$ cat src/rtl/sd_dat_block_tx_if.sv
// rtl/sd_dat_block_tx_if.sv - host byte stream, control/result and DAT0 pad signals of sd_dat_block_tx
interface sd_dat_block_tx_if;
    logic       bit_en;
    logic       start;
    logic [7:0] din;
    logic       din_valid;
    logic       din_ready;
    logic       dat_in;
    logic       dat_out;
    logic       dat_oe;
    logic       busy;
    logic       done;
    logic [2:0] status;

    modport master (
        output bit_en, start, din, din_valid, dat_in,
        input  din_ready, dat_out, dat_oe, busy, done, status
    );

    modport slave (
        input  bit_en, start, din, din_valid, dat_in,
        output din_ready, dat_out, dat_oe, busy, done, status
    );
endinterface

$ cat src/rtl/sd_dat_block_tx.sv
// rtl/sd_dat_block_tx.sv - SD DAT0 single-block write transmitter: frame + CRC16 out, CRC token and busy in
module sd_dat_block_tx #(
    parameter int BLOCK_BYTES = 512,
    parameter int TOKEN_WAIT  = 64,
    parameter int BUSY_WAIT   = 65535
) (
    input  logic              clk,
    input  logic              resetn,
    sd_dat_block_tx_if.slave  bus
);
    localparam int BW  = $clog2(BLOCK_BYTES + 1);
    localparam int TW  = $clog2(TOKEN_WAIT + 1);
    localparam int UW  = $clog2(BUSY_WAIT + 1);
    localparam int TUW = (TW > UW) ? TW : UW;
    localparam int CW  = (TUW > 5) ? TUW : 5;

    localparam logic [BW-1:0] LAST_BYTE = BW'(BLOCK_BYTES - 1);
    localparam logic [CW-1:0] TOK_LAST  = CW'(TOKEN_WAIT - 1);
    localparam logic [CW-1:0] BUSY_LAST = CW'(BUSY_WAIT - 1);

    typedef enum logic [3:0] {
        S_IDLE, S_PRE, S_SB, S_DATA, S_CRC, S_EB, S_TURN,
        S_TOK_WAIT, S_TOK, S_BUSYW, S_ABORT, S_FIN
    } state_t;

    state_t        state;
    state_t        state_nxt;
    logic [BW-1:0] byte_cnt;
    logic [2:0]    bit_idx;
    logic [7:0]    shreg;
    logic [15:0]   crc;
    logic [CW-1:0] cnt;
    logic [2:0]    tok_bits;
    logic [2:0]    status_q;
    logic          dat_out_q;
    logic          dat_oe_q;
    logic          byte_last;
    logic          take_byte;
    logic          crc_inv;

    assign byte_last = (bit_idx == 3'd0);
    // A new byte is requested at the start bit and with bit 0 of every byte but the last.
    assign take_byte = (state == S_SB) ||
                       ((state == S_DATA) && byte_last && (byte_cnt != LAST_BYTE));
    assign crc_inv   = shreg[7] ^ crc[15];

    assign bus.din_ready = bus.bit_en && take_byte;
    assign bus.dat_out   = dat_out_q;
    assign bus.dat_oe    = dat_oe_q;
    assign bus.busy      = (state != S_IDLE);
    assign bus.done      = (state == S_FIN);
    assign bus.status    = status_q;

    always_ff @(posedge clk or negedge resetn) begin
        if (!resetn) begin
            state <= S_IDLE;
        end else begin
            state <= state_nxt;
        end
    end

    always_comb begin
        state_nxt = state;
        case (state)
            S_IDLE: if (bus.start) state_nxt = S_PRE;
            S_FIN:  state_nxt = S_IDLE;
            default: begin
                if (bus.bit_en) begin
                    case (state)
                        S_PRE:  state_nxt = S_SB;
                        S_SB:   state_nxt = bus.din_valid ? S_DATA : S_ABORT;
                        S_DATA: begin
                            if (byte_last) begin
                                if (byte_cnt == LAST_BYTE) state_nxt = S_CRC;
                                else if (!bus.din_valid)   state_nxt = S_ABORT;
                            end
                        end
                        S_CRC:  if (cnt == CW'(15)) state_nxt = S_EB;
                        S_EB:   state_nxt = S_TURN;
                        S_TURN: if (cnt == CW'(1)) state_nxt = S_TOK_WAIT;
                        S_TOK_WAIT: begin
                            if (!bus.dat_in)           state_nxt = S_TOK;
                            else if (cnt == TOK_LAST)  state_nxt = S_FIN;
                        end
                        S_TOK:   if (cnt == CW'(3)) state_nxt = S_BUSYW;
                        S_BUSYW: if (bus.dat_in || (cnt == BUSY_LAST)) state_nxt = S_FIN;
                        S_ABORT: state_nxt = S_FIN;
                        default: state_nxt = S_IDLE;
                    endcase
                end
            end
        endcase
    end

    always_ff @(posedge clk or negedge resetn) begin
        if (!resetn) begin
            byte_cnt  <= '0;
            bit_idx   <= 3'd0;
            shreg     <= 8'h00;
            crc       <= 16'h0000;
            cnt       <= '0;
            tok_bits  <= 3'b000;
            status_q  <= 3'b000;
            dat_out_q <= 1'b1;
            dat_oe_q  <= 1'b0;
        end else begin
            // cnt restarts on every state change and counts bit periods within a state.
            if (state_nxt != state) begin
                cnt <= '0;
            end else if (bus.bit_en && (state != S_IDLE)) begin
                cnt <= cnt + 1'b1;
            end

            case (state)
                S_IDLE: begin
                    if (bus.start) begin
                        crc      <= 16'h0000;
                        byte_cnt <= '0;
                    end
                end
                S_PRE: begin
                    if (bus.bit_en) begin
                        dat_out_q <= 1'b1;
                        dat_oe_q  <= 1'b1;
                    end
                end
                S_SB: begin
                    if (bus.bit_en) begin
                        dat_out_q <= 1'b0;
                        if (bus.din_valid) begin
                            shreg   <= bus.din;
                            bit_idx <= 3'd7;
                        end else begin
                            status_q <= 3'b000;
                        end
                    end
                end
                S_DATA: begin
                    if (bus.bit_en) begin
                        dat_out_q <= shreg[7];
                        crc       <= {crc[14:12], crc[11] ^ crc_inv, crc[10:5],
                                      crc[4] ^ crc_inv, crc[3:0], crc_inv};
                        shreg     <= {shreg[6:0], 1'b0};
                        bit_idx   <= bit_idx - 3'd1;
                        if (byte_last && (byte_cnt != LAST_BYTE)) begin
                            if (bus.din_valid) begin
                                shreg    <= bus.din;
                                bit_idx  <= 3'd7;
                                byte_cnt <= byte_cnt + 1'b1;
                            end else begin
                                status_q <= 3'b000;
                            end
                        end
                    end
                end
                S_CRC: begin
                    // CRC register stays frozen; cnt walks it from bit 15 down.
                    if (bus.bit_en) dat_out_q <= crc[4'd15 - cnt[3:0]];
                end
                S_EB: begin
                    if (bus.bit_en) dat_out_q <= 1'b1;
                end
                S_TURN: begin
                    if (bus.bit_en) begin
                        dat_out_q <= 1'b1;
                        dat_oe_q  <= 1'b0;
                    end
                end
                S_TOK_WAIT: begin
                    if (bus.bit_en && bus.dat_in && (cnt == TOK_LAST)) status_q <= 3'b111;
                end
                S_TOK: begin
                    if (bus.bit_en) begin
                        if (cnt < CW'(3)) tok_bits <= {tok_bits[1:0], bus.dat_in};
                        if (cnt == CW'(3)) status_q <= bus.dat_in ? tok_bits : 3'b011;
                    end
                end
                S_BUSYW: begin
                    if (bus.bit_en && !bus.dat_in && (cnt == BUSY_LAST)) status_q <= 3'b100;
                end
                S_ABORT: begin
                    if (bus.bit_en) begin
                        dat_out_q <= 1'b1;
                        dat_oe_q  <= 1'b0;
                    end
                end
                default: begin
                end
            endcase
        end
    end
endmodule

$ cat src/flat_wrapper.sv
// flat-port wrapper written by rule: the top's interface ports become plain ports
module sd_dat_block_tx_flat 
#(
    parameter int BLOCK_BYTES = 512,
    parameter int TOKEN_WAIT  = 64,
    parameter int BUSY_WAIT   = 65535
)
  (clk, resetn, bus_bit_en, bus_start, bus_din, bus_din_valid, bus_dat_in, bus_din_ready, bus_dat_out, bus_dat_oe, bus_busy, bus_done, bus_status);
  sd_dat_block_tx_if bus_i ();
  input  logic clk;
  input  logic resetn;
  input wire logic [$bits(bus_i.bit_en)-1:0] bus_bit_en;
  input wire logic [$bits(bus_i.start)-1:0] bus_start;
  input wire logic [$bits(bus_i.din)-1:0] bus_din;
  input wire logic [$bits(bus_i.din_valid)-1:0] bus_din_valid;
  input wire logic [$bits(bus_i.dat_in)-1:0] bus_dat_in;
  output wire logic [$bits(bus_i.din_ready)-1:0] bus_din_ready;
  output wire logic [$bits(bus_i.dat_out)-1:0] bus_dat_out;
  output wire logic [$bits(bus_i.dat_oe)-1:0] bus_dat_oe;
  output wire logic [$bits(bus_i.busy)-1:0] bus_busy;
  output wire logic [$bits(bus_i.done)-1:0] bus_done;
  output wire logic [$bits(bus_i.status)-1:0] bus_status;
  assign bus_i.bit_en = bus_bit_en;
  assign bus_i.start = bus_start;
  assign bus_i.din = bus_din;
  assign bus_i.din_valid = bus_din_valid;
  assign bus_i.dat_in = bus_dat_in;
  assign bus_din_ready = bus_i.din_ready;
  assign bus_dat_out = bus_i.dat_out;
  assign bus_dat_oe = bus_i.dat_oe;
  assign bus_busy = bus_i.busy;
  assign bus_done = bus_i.done;
  assign bus_status = bus_i.status;
  sd_dat_block_tx #(.BLOCK_BYTES(BLOCK_BYTES), .TOKEN_WAIT(TOKEN_WAIT), .BUSY_WAIT(BUSY_WAIT)) u_core (.clk(clk), .resetn(resetn), .bus(bus_i));
endmodule
$ cat config.mk
export PLATFORM = sky130hd
export DESIGN_NAME = sd_dat_block_tx_flat
export DESIGN_NICKNAME = d
export VERILOG_FILES = /design/src/rtl/sd_dat_block_tx_if.sv /design/src/rtl/sd_dat_block_tx.sv /design/src/flat_wrapper.sv
export SDC_FILE = /design/constraint.sdc
export NUM_CORES = 1
export LEC_CHECK = 0
export BUFFER_PORTS_ARGS = -buffer_cell sky130_fd_sc_hd__buf_4
export CAP_MARGIN = 10
export CORE_UTILIZATION = 52
export DETAILED_ROUTE_END_ITERATION = 10
export PLACE_DENSITY = 0.67
export SYNTH_ARGS = -nofsm -noshare
export SYNTH_HDL_FRONTEND = slang
export SYNTH_SLANG_ARGS = --single-unit
$ cat constraint.sdc
create_clock -name clk -period 6 [get_ports clk]
set_clock_uncertainty 0.15 [all_clocks]
set_input_delay 1.2 -clock clk [delete_from_list [all_inputs] [get_ports clk]]
set_output_delay 1.2 -clock clk [all_outputs]
set_load 0.01 [all_outputs]
==> summary.md, run 1 <==
| Metric | Value |
|---|---|
| Status | `finished clean` |
| Io pins | `22` |
| Min-Delay Path Class | `reg2reg` |
| Setup WS post-layout | `2.61 ns` |
| Yosys warns | `0` |
| CP max FO | `6` |
| Vias in the first global route | `2794` |
| Largest family of logic cells by synthesized area | `simple AND/OR/NAND/NOR gates` |
| DR iter-0 viols | `139` |
| Root Buffer | `clkbuf_8` |
| RSZ-0062 raised after global routing | `no` |
| CP cell instances | `ha_1 > nand3_1 > nor4_2 > or2_2 > a211oi_1 > buf_4` |
| Synth Area in XOR/XNOR | `5.80%` |
| DRC viols | `0` |
| Total core area | `7290 um^2` |
| Final setup fails | `0` |
| Critical path data arrival time | `2.04 ns` |
| Worst setup path category | `reg2out` |
| Worst slew margin | `23.9%` |
| Slowest cell on crit path | `dfrtp_1` |
| Drt wl/cell | `15.1 um` |
| Final slew viol count | `0` |
| CP endpoint kind | `output port` |
| Critical Path RT | `4.65 ns` |
| Sequential power share | `39.9%` |
| Maximum buffer depth of the clock tree | `2` |
| Synth Register Bits | `65` |
| Hold Buf Count CTS | `0` |
| Int Power | `948 uW` |
| Switching Share | `39.8%` |
| Routed via count | `2981` |
| Detailed Routing Iterations Pass 1 | `5` |
| Setup TNS Final | `0 ns` |
| CP Launch Type | `register` |
| GRT met3 Usage | `5.17%` |
| Yosys top cell area share | `40.8%` |
| Placed Cells | `516` |
| Final net count | `448` |
| Place WS | `2.72 ns` |
| Layout cells sized above 1 | `19.6%` |
| CTS H-tree lvls | `3` |
| Leak | `0.00181 uW` |
| CTS Buf Count | `9` |
| Largest area contributor in the netlist | `dfrtp_1` |
| Leading post-synthesis cells by cell area | `dfrtp_1, nand2_1, nor2_1` |
| Routed Antenna Nets | `0` |
| Synth-to-layout area growth | `8.48%` |
| Post-synthesis compound-gate area fraction | `13.0%` |
| Sequential fraction of the synthesis area | `41.5%` |
| Vias/cell | `5.60` |
| Post-DP HPWL | `5.49 mm` |
| Synth Area per Inst | `9.35 um^2` |
| Number of synthesized flops with an enable pin | `0` |
| M2 GR Usage | `35.1%` |
| Non-Filler Instances | `532` |
| Net load switching power | `625 uW` |
| Die Wd | `88.9 um` |
| Synthesized net count | `440` |
| Chip Height | `88.9 um` |
| Slowest cell delay on critical path | `0.43 ns` |
| Cell Rows | `31` |
| Die area | `7900 um^2` |
| GRT met1 Usage | `30.2%` |
| Total Wirelength | `8.03 mm` |
| Post_cts resized | `0` |
| First-pass GRT wire length | `13.4 mm` |
| Combinational share of power | `36.5%` |
| Fin. Hold Viols | `0` |
| Min Tclk post-route | `3.39 ns` |
| Ratio of final minimum period to clock period | `56.5%` |
| GRT overflow | `0` |
| Mapped Area | `3930 um^2` |
| Achievable Freq | `0.295 GHz` |
| TritonCTS clock tree | `built` |
| Clock Latency Late Sink | `0.35 ns` |
| Unique masters post-synth | `69` |
| Clk pin slew, worst setup/hold paths | `0.07 ns` |
| Post-Route Utilization | `58.4%` |
| Most used DFF post-synth | `dfrtp_1` |
| Clk pwr share | `23.6%` |
| Initial antenna violation count | `0` |
| Filler cells | `674` |
| Proportion of synthesized area in mux cells | `6.12%` |
| Cells after synthesis | `420` |
| Slew @ Worst Pin | `1.14 ns` |
| Largest net degree at the start of global routing | `66` |
| Starting Density | `53.8%` |
| # port buffers | `21` |
| Routability congestion estimate | `0.865` |
| GR peak layer | `met2` |
| ANT cells | `0` |
| PwrDens | `369 nW/um^2` |
| Simple-gate share of the synthesized area | `26.4%` |
| Sink Count | `65` |
| Synth async-reset ratio | `100%` |
| GRT Util Overall | `22.5%` |
| Maximum vdd drop | `0.000145 V` |
| Max Cap Viol | `0` |
| Post-synthesis adder-cell area fraction | `1.91%` |
| Postcts setup bufs | `0` |
## routing by layer
metal	vias to the layer above	part of all wire, %
met4	0	1.5
met2	67	47
met3	11	3.7
li1	1475	-
met5	-	0
met1	1428	48
## worst max-delay path: cells and delay by family, from the launching register on
family / cells / cell delay, ns
buf+inv: 1 / 0.16
flops: 1 / 0.43
compound gates: 1 / 0.25
fa+ha+maj: 1 / 0.23
simple gates: 3 / 0.62
## per-stage QoR
step	hold WS, ns	power [uW]	area [um^2]
floorplan	0.290	1100	3930
global placement	0.303	1200	4070
detailed placement	0.336	1210	4070
CTS	0.342	1580	4260
global route	0.351	1680	4260
finish	0.339	1570	4260
## cell usage in the layout, fill, tap and decap left out, drive strengths merged, types with 3 or more instances in the layout
cell    netlist  layout
mux4          5       5
nand3        18      18
mux2i         6       6
xnor2        10      10
and3          4       4
nor3         11      11
nand4         8       8
a21o          6       6
o21ai        29      29
nor2         50      50
nand2b        4       4
xor2         16      16
inv          15      15
and2          3       3
buf          17      22
clkbuf        8      13
mux2          6       6
ha            6       6
or2           3       3
o31ai         4       4
nand2        59      59
dfrtp        64      64
nor4          8       8
a21oi        20      20
nor2b         5       5
## cell families after synthesis
kind of cell               after synthesis
AOI/OAI and AO/OA                       77
xor gates and xnor gates                26
adders and majority gates                6
buffers and inverters                   40
DFF                                     65
muxes                                   17
and+or+nand+nor                        189
## final cells by class
type / count / area (um^2) / area share [%]
clock buffer: 13 / 149 / 3.50
clock inverter: 3 / 40.0 / 0.940
inverter: 15 / 56.3 / 1.32
multi-input combinational: 315 / 2100 / 49.2
sequential: 65 / 1630 / 38.2
tap: 99 / 124 / 2.91
timing repair buffer: 22 / 165 / 3.88
## registers in the layout (all words and copies together) (netlist names)
register and cells:
u_core.cnt 16, u_core.crc 16, u_core.byte_cnt 10, u_core.shreg 8, u_core.state 4, u_core.bit_idx 3
u_core.bus.status 3, u_core.tok_bits 3, u_core.bus.dat_oe 1, u_core.bus.dat_out 1
## cell usage after synthesis (7+ instances only)
master and count:
xnor2_1 10, o21ai_0 27, inv_1 14, nand4_1 7
clkbuf_1 7, a21oi_1 19, nand2_1 59, nor3_1 9
nand3_1 18, nor2_2 12, nor2_1 38, dfrtp_1 64
buf_2 11, xor2_1 16
## power by group through the flow
stage | Combinational, uW | Clock (uW) | Sequential (uW)
detailed placement | 574 | 0 | 636
finish | 574 | 371 | 628
global route | 639 | 403 | 642
floorplan | 536 | 0 | 568
CTS | 577 | 379 | 627
global placement | 564 | 0 | 633
## final timing paths
check / startpoint / end / slack [ns] / depth (start not counted)
worst max register to register: u_core.state[1] / u_core.cnt[15] / 2.78 / 7
worst min-delay path: u_core.bit_idx[0] / u_core.bit_idx[0] / 0.34 / 1
worst min register to register: u_core.bit_idx[0] / u_core.bit_idx[0] / 0.34 / 1
worst max-delay path: u_core.byte_cnt[0] / bus_din_ready / 2.61 / 6
max in group asynchronous: resetn / u_core.byte_cnt[4] / 4.37 / 1
min in group asynchronous: resetn / u_core.cnt[15] / 0.79 / 1
No activity file was read; power rests on OpenSTA's default activity.
==> run 2: changes to the inputs <==
Clock period 6 ns to 3.54 ns, I/O delays scaled along.
==> run 2 against run 1 <==
Against the previous run: sequential share of layout area is 0.47 points lower; routed wire length is 1.0% higher; total power is 72% higher; non-clock buffer count is 5 higher; register-to-register slack worse by 2.1 ns; clock power is 77% higher; first-iteration DRC count is 29% higher; highest routed layer unchanged.
==> summary.md, run 2 (synthesis gave the netlist of run 1 again) <==
| Metric | Value |
|---|---|
| Status | `finished clean` |
| Die Wd | `88.9 um` |
| Commonest cells after routing, fill and taps aside | `dfrtp_1, nand2_1, nor2_1` |
| Max Cap Viol | `0` |
| Maximum vdd drop | `0.000353 V` |
| Detailed Routing Iterations Pass 1 | `4` |
| Initial antenna violation count | `0` |
| Largest regs | `u_core.cnt (16), u_core.crc (16), u_core.byte_cnt (10)` |
| Vias/cell | `5.52` |
| Clk pin slew, worst setup/hold paths | `0.08 ns` |
| Layout cells sized above 1 | `21.2%` |
| Design area | `4310 um^2` |
| Hold Buf Count CTS | `0` |
| Clock Latency Late Sink | `0.35 ns` |
| Routed Antenna Nets | `0` |
| Largest net degree at the start of global routing | `66` |
| PwrDens | `627 nW/um^2` |
| Clk pwr share | `24.2%` |
| Sequential power share | `39.2%` |
| Leading cell type in the layout, fill and taps excluded | `dfrtp_1` |
| Die area | `7900 um^2` |
| GRT Util Overall | `22.3%` |
| Critical Path RT | `2.68 ns` |
| Placed Cells | `521` |
| DR iter-0 viols | `180` |
| Fin. Hold Viols | `0` |
| TritonCTS clock tree | `built` |
| Worst setup path category | `reg2out` |
| Post-DP HPWL | `5.51 mm` |
| Setup TNS Final | `0 ns` |
| Routability congestion estimate | `0.938` |
| Switching Share | `39.9%` |
| Net load switching power | `1080 uW` |
| Achievable Freq | `0.339 GHz` |
| Worst slew margin | `45.0%` |
| Combinational share of power | `36.6%` |
| Drt wl/cell | `15.1 um` |
| Total core area | `7290 um^2` |
| First-pass GRT wire length | `13.3 mm` |
| Synth-to-layout area growth | `9.82%` |
| Post_cts resized | `0` |
| Final setup fails | `0` |
| Postcts setup bufs | `0` |
| Filler cells | `657` |
| CTS H-tree lvls | `3` |
| Sink Count | `65` |
| GRT overflow | `0` |
| Int Power | `1630 uW` |
| CTS Buf Count | `9` |
| Routed via count | `2966` |
| Starting Density | `53.8%` |
| CP max FO | `6` |
| Post-Route Utilization | `59.1%` |
| Min Tclk post-route | `2.95 ns` |
| RSZ-0062 raised after global routing | `no` |
| CP endpoint kind | `output port` |
| Cell Rows | `31` |
| Root Buffer | `clkbuf_8` |
| ANT cells | `0` |
| DRC viols | `0` |
| Min-Delay Path Class | `in2async` |
| Ratio of final minimum period to clock period | `83.4%` |
| Io pins | `22` |
| Critical path data arrival time | `2.09 ns` |
| Slew @ Worst Pin | `0.826 ns` |
| Final slew viol count | `0` |
| Post-DP Area | `4110 um^2` |
| Maximum buffer depth of the clock tree | `2` |
| Final net count | `453` |
| Non-Filler Instances | `537` |
| # port buffers | `21` |
| Reg2Reg Depth | `6` |
| Chip Height | `88.9 um` |
| CP Launch Type | `register` |
| Leak | `0.00183 uW` |
| Vias in the first global route | `2774` |
| Total Wirelength | `8.12 mm` |
run 2: changes by cell type in the layout (fill, tap and decap cells not counted):
cell        change
inv_6           +1
clkbuf_1        -3
clkinvlp_4      +3
clkinv_2        -1
buf_4           +5
run 2: layout make-up:
class                   count  area (um^2)  area share [%]
well taps                  99          124            2.87
clock buffers              10          138            3.19
multi-input cells         315         2100            48.6
repair buffers             27          203            4.70
flip-flops and latches     65         1630            37.8
inverters                  15         56.3            1.31
clock inverters             6         66.3            1.54
run 2: worst max-delay path, cell delays in order, from the launching register on:
cell and delay (ns):
dfrtp_1 0.43, ha_1 0.24, nand3_1 0.24, nor4_2 0.09, or2_2 0.33, a211oi_1 0.26, buf_4 0.16
run 2: power by group through the flow:
| stage | registers (uW) | clock network [uW] | logic, uW |
|---|---|---|---|
| floorplan | 963 | 0 | 909 |
| global placement | 1060 | 0 | 971 |
| detailed placement | 1070 | 0 | 982 |
| CTS | 1060 | 671 | 990 |
| global route | 1090 | 699 | 1100 |
| finish | 1060 | 655 | 989 |
run 2: worst paths after layout:
kind	start	slack [ns]	end
max	u_core.byte_cnt[0]	0.59	bus_din_ready
min	resetn	0.28	u_core.cnt[14]
max reg2reg	u_core.state[1]	0.72	u_core.cnt[3]
min reg2reg	u_core.bit_idx[2]	0.36	u_core.bit_idx[2]
max in group asynchronous	resetn	2.39	u_core.crc[2]
min in group clk	u_core.bit_idx[2]	0.36	u_core.bit_idx[2]
run 2: metrics by stage:
step,setup WS (ns),total power [uW],hold WS (ns)
floorplan,1.16,1870,0.262
global placement,0.833,2040,0.308
detailed placement,0.748,2050,0.335
CTS,0.590,2720,0.321
global route,0.452,2880,0.362
finish,0.589,2700,0.277
run 2: layer usage:
layer | global-route usage, % | up-vias | routed length (um)
li1 | - | 1480 | -
met1 | 29.6 | 1432 | 3840
met2 | 36.0 | 48 | 3970
met3 | 4.71 | 6 | 233
met4 | 8.50 | 0 | 71
met5 | 0 | - | 0
==> run 3: changes to the inputs <==
Settings changed: PLACE_DENSITY 0.67 to 0.69.
Clock period 3.54 ns to 2.4 ns, I/O delays scaled along.
==> run 3 against run 2 <==
Against the previous run: first-iteration DRC count fell by 7.2%; sequential cell count did not move; critical path type unchanged; critical endpoint unchanged; count of clock-buffer cells in the layout did not move; highest routed layer unchanged; largest cell class unchanged.
==> summary.md, run 3 (synthesis gave the netlist of run 1 again) <==
| Metric | Value |
|---|---|
| Clock Latency Late Sink | `0.35 ns` |
| Chip Height | `88.9 um` |
| Die Wd | `88.9 um` |
| Leak | `0.00206 uW` |
| Initial antenna violation count | `0` |
| # port buffers | `21` |
| R2r endpoint | `u_core.cnt[2]` |
| DRC viols | `0` |
| Worst hold stages | `3` |
| Total core area | `7290 um^2` |
| Starting Density | `53.8%` |
| First-pass GRT wire length | `13.8 mm` |
| Synth-to-layout area growth | `19.9%` |
| Final net count | `489` |
| Layout cells sized above 1 | `29.3%` |
| Post-DP HPWL | `6.02 mm` |
| Slowest cell delay on critical path | `0.47 ns` |
| Leading cell type in the layout, fill and taps excluded | `dfrtp_1` |
| Largest net degree at the start of global routing | `37` |
| Worst slew margin | `70.4%` |
| Die area | `7900 um^2` |
| Cell Rows | `31` |
| Placed Cells | `552` |
| Status | `finished clean` |
| Maximum vdd drop | `0.000552 V` |
| PwrDens | `919 nW/um^2` |
| Reg2Reg Depth | `11` |
| Critical Path RT | `1.77 ns` |
| Min-Delay Path Class | `in2reg` |
| Final slew viol count | `0` |
| GRT overflow | `0` |
| Min Tclk post-route | `2.31 ns` |
| Largest regs | `u_core.cnt (16), u_core.crc (16), u_core.byte_cnt (10)` |
| Slew @ Worst Pin | `0.443 ns` |
| Max Cap Viol | `0` |
| R2R setup slack | `0.11 ns` |
| CP Launch Type | `register` |
| Min-Delay Endpoint | `u_core.shreg[0]` |
| Slowest cell on crit path | `dfrtp_2` |
| Vias/cell | `5.43` |
| Reg-to-Reg Start | `u_core.bit_idx[0]` |
| Drt wl/cell | `14.8 um` |
| Final setup fails | `0` |
| Routability congestion estimate | `0.830` |
| Ratio of final minimum period to clock period | `96.3%` |
| Setup TNS Final | `0 ns` |
| Non-Filler Instances | `573` |
| Fin Hold WS | `0.220 ns` |
| Top cell by count, worst path | `buf_4` |
| Critical path data arrival time | `1.68 ns` |
| GRT Util Overall | `23.1%` |
| Achievable Freq | `0.432 GHz` |
| Sink Count | `65` |
| Fin. Hold Viols | `0` |
| DR iter-0 viols | `167` |
| Detailed Routing Iterations Pass 1 | `4` |
| Routed via count | `3113` |
| CP endpoint kind | `output port` |
| Io pins | `22` |
| Pwr Total | `4320 uW` |
| Routed Antenna Nets | `0` |
| RSZ-0062 raised after global routing | `yes` |
| Commonest cells after routing, fill and taps aside | `dfrtp_1, nand2_1, buf_4` |
| CP cell instances | `buf_12 > or2_4 > buf_4 > a211oi_2 > buf_4` |
| Maximum buffer depth of the clock tree | `2` |
| ANT cells | `0` |
| Root Buffer | `clkbuf_8` |
| Min-delay src | `bus_din[0]` |
| CP max FO | `9` |
| Total Wirelength | `8.51 mm` |
| TritonCTS clock tree | `built` |
| Clk pin slew, worst setup/hold paths | `0.08 ns` |
| Worst setup path category | `reg2out` |
| CTS Buf Count | `9` |
| Vias in the first global route | `2822` |
| Post-Route Utilization | `64.5%` |
| CTS H-tree lvls | `3` |
[run 3: changes by cell type in the layout (fill, tap and decap cells not counted), sizes merged]
cell,previous run,this run
dlygate4sd3,0,1
clkinv,1,5
inv,16,15
clkinvlp,3,0
buf,27,62
[run 3: cell type report]
| class | instances | area (um^2) |
|---|---|---|
| clock buffers | 10 | 128 |
| clock inverters | 6 | 58.8 |
| fillers | 627 | 2590 |
| inverters | 15 | 56.3 |
| multi-input cells | 315 | 2180 |
| flip-flops and latches | 65 | 1630 |
| well taps | 99 | 124 |
| repair buffers | 63 | 526 |
[run 3: worst max-delay path, delay by kind of cell (launching register included)]
family | cells | cell delay, ns
AO/OA/AOI/OAI | 1 | 0.14
buffers and inverters | 3 | 0.47
flip-flops | 1 | 0.47
AND/OR/NAND/NOR | 1 | 0.25
[run 3: worst max-delay path by stage]
| stage | depth (start not counted) | endpoint | slack [ns] | from |
|---|---|---|---|---|
| final | 5 | bus_din_ready | 0.09 | u_core.state[2] |
| after global routing | 5 | bus_din_ready | -0.004 | u_core.state[2] |
| after CTS | 6 | bus_din_ready | -0.001 | u_core.bit_idx[0] |
| after detailed placement | 10 | u_core.cnt[2] | 0.04 | u_core.bit_idx[0] |
| after global placement | 10 | u_core.cnt[15] | 0.13 | u_core.bit_idx[0] |
| after floorplan | 11 | u_core.cnt[8] | 0.11 | u_core.cnt[0] |
[run 3: where the power goes]
group | leakage (uW) | switching (uW) | internal, uW | total, uW
Sequential | 0.000858 | 181 | 1290 | 1470
Clock | 0.0000998 | 447 | 475 | 921
Combinational | 0.00110 | 1050 | 881 | 1930
[run 3: layer usage]
metal	part of all wire (%)	GRT usage, %	vias up
met3	4.0	3.69	15
met2	46	34.1	66
li1	-	-	1556
met4	2.4	11.3	0
met1	47	33.2	1476
met5	0	0	-
[run 3: timing repair]
item | in CTS | in global routing
pin swaps | 1 | 8
resized for setup | 5 | 13
endpoints found under the setup margin | 2 | 22
hold buffers | 1 | 0
buffers inserted | 1 | 3
hold endpoints to repair | 28 | 0
[run 3: metrics by stage]
stage | area (um^2) | setup slack, ns
2_1_floorplan | 3930 | 0.109
3_3_place_gp | 4390 | 0.127
3_5_place_dp | 4390 | 0.0362
4_1_cts | 4610 | -0.00123
5_1_grt | 4710 | -0.00375
6_report | 4710 | 0.0878
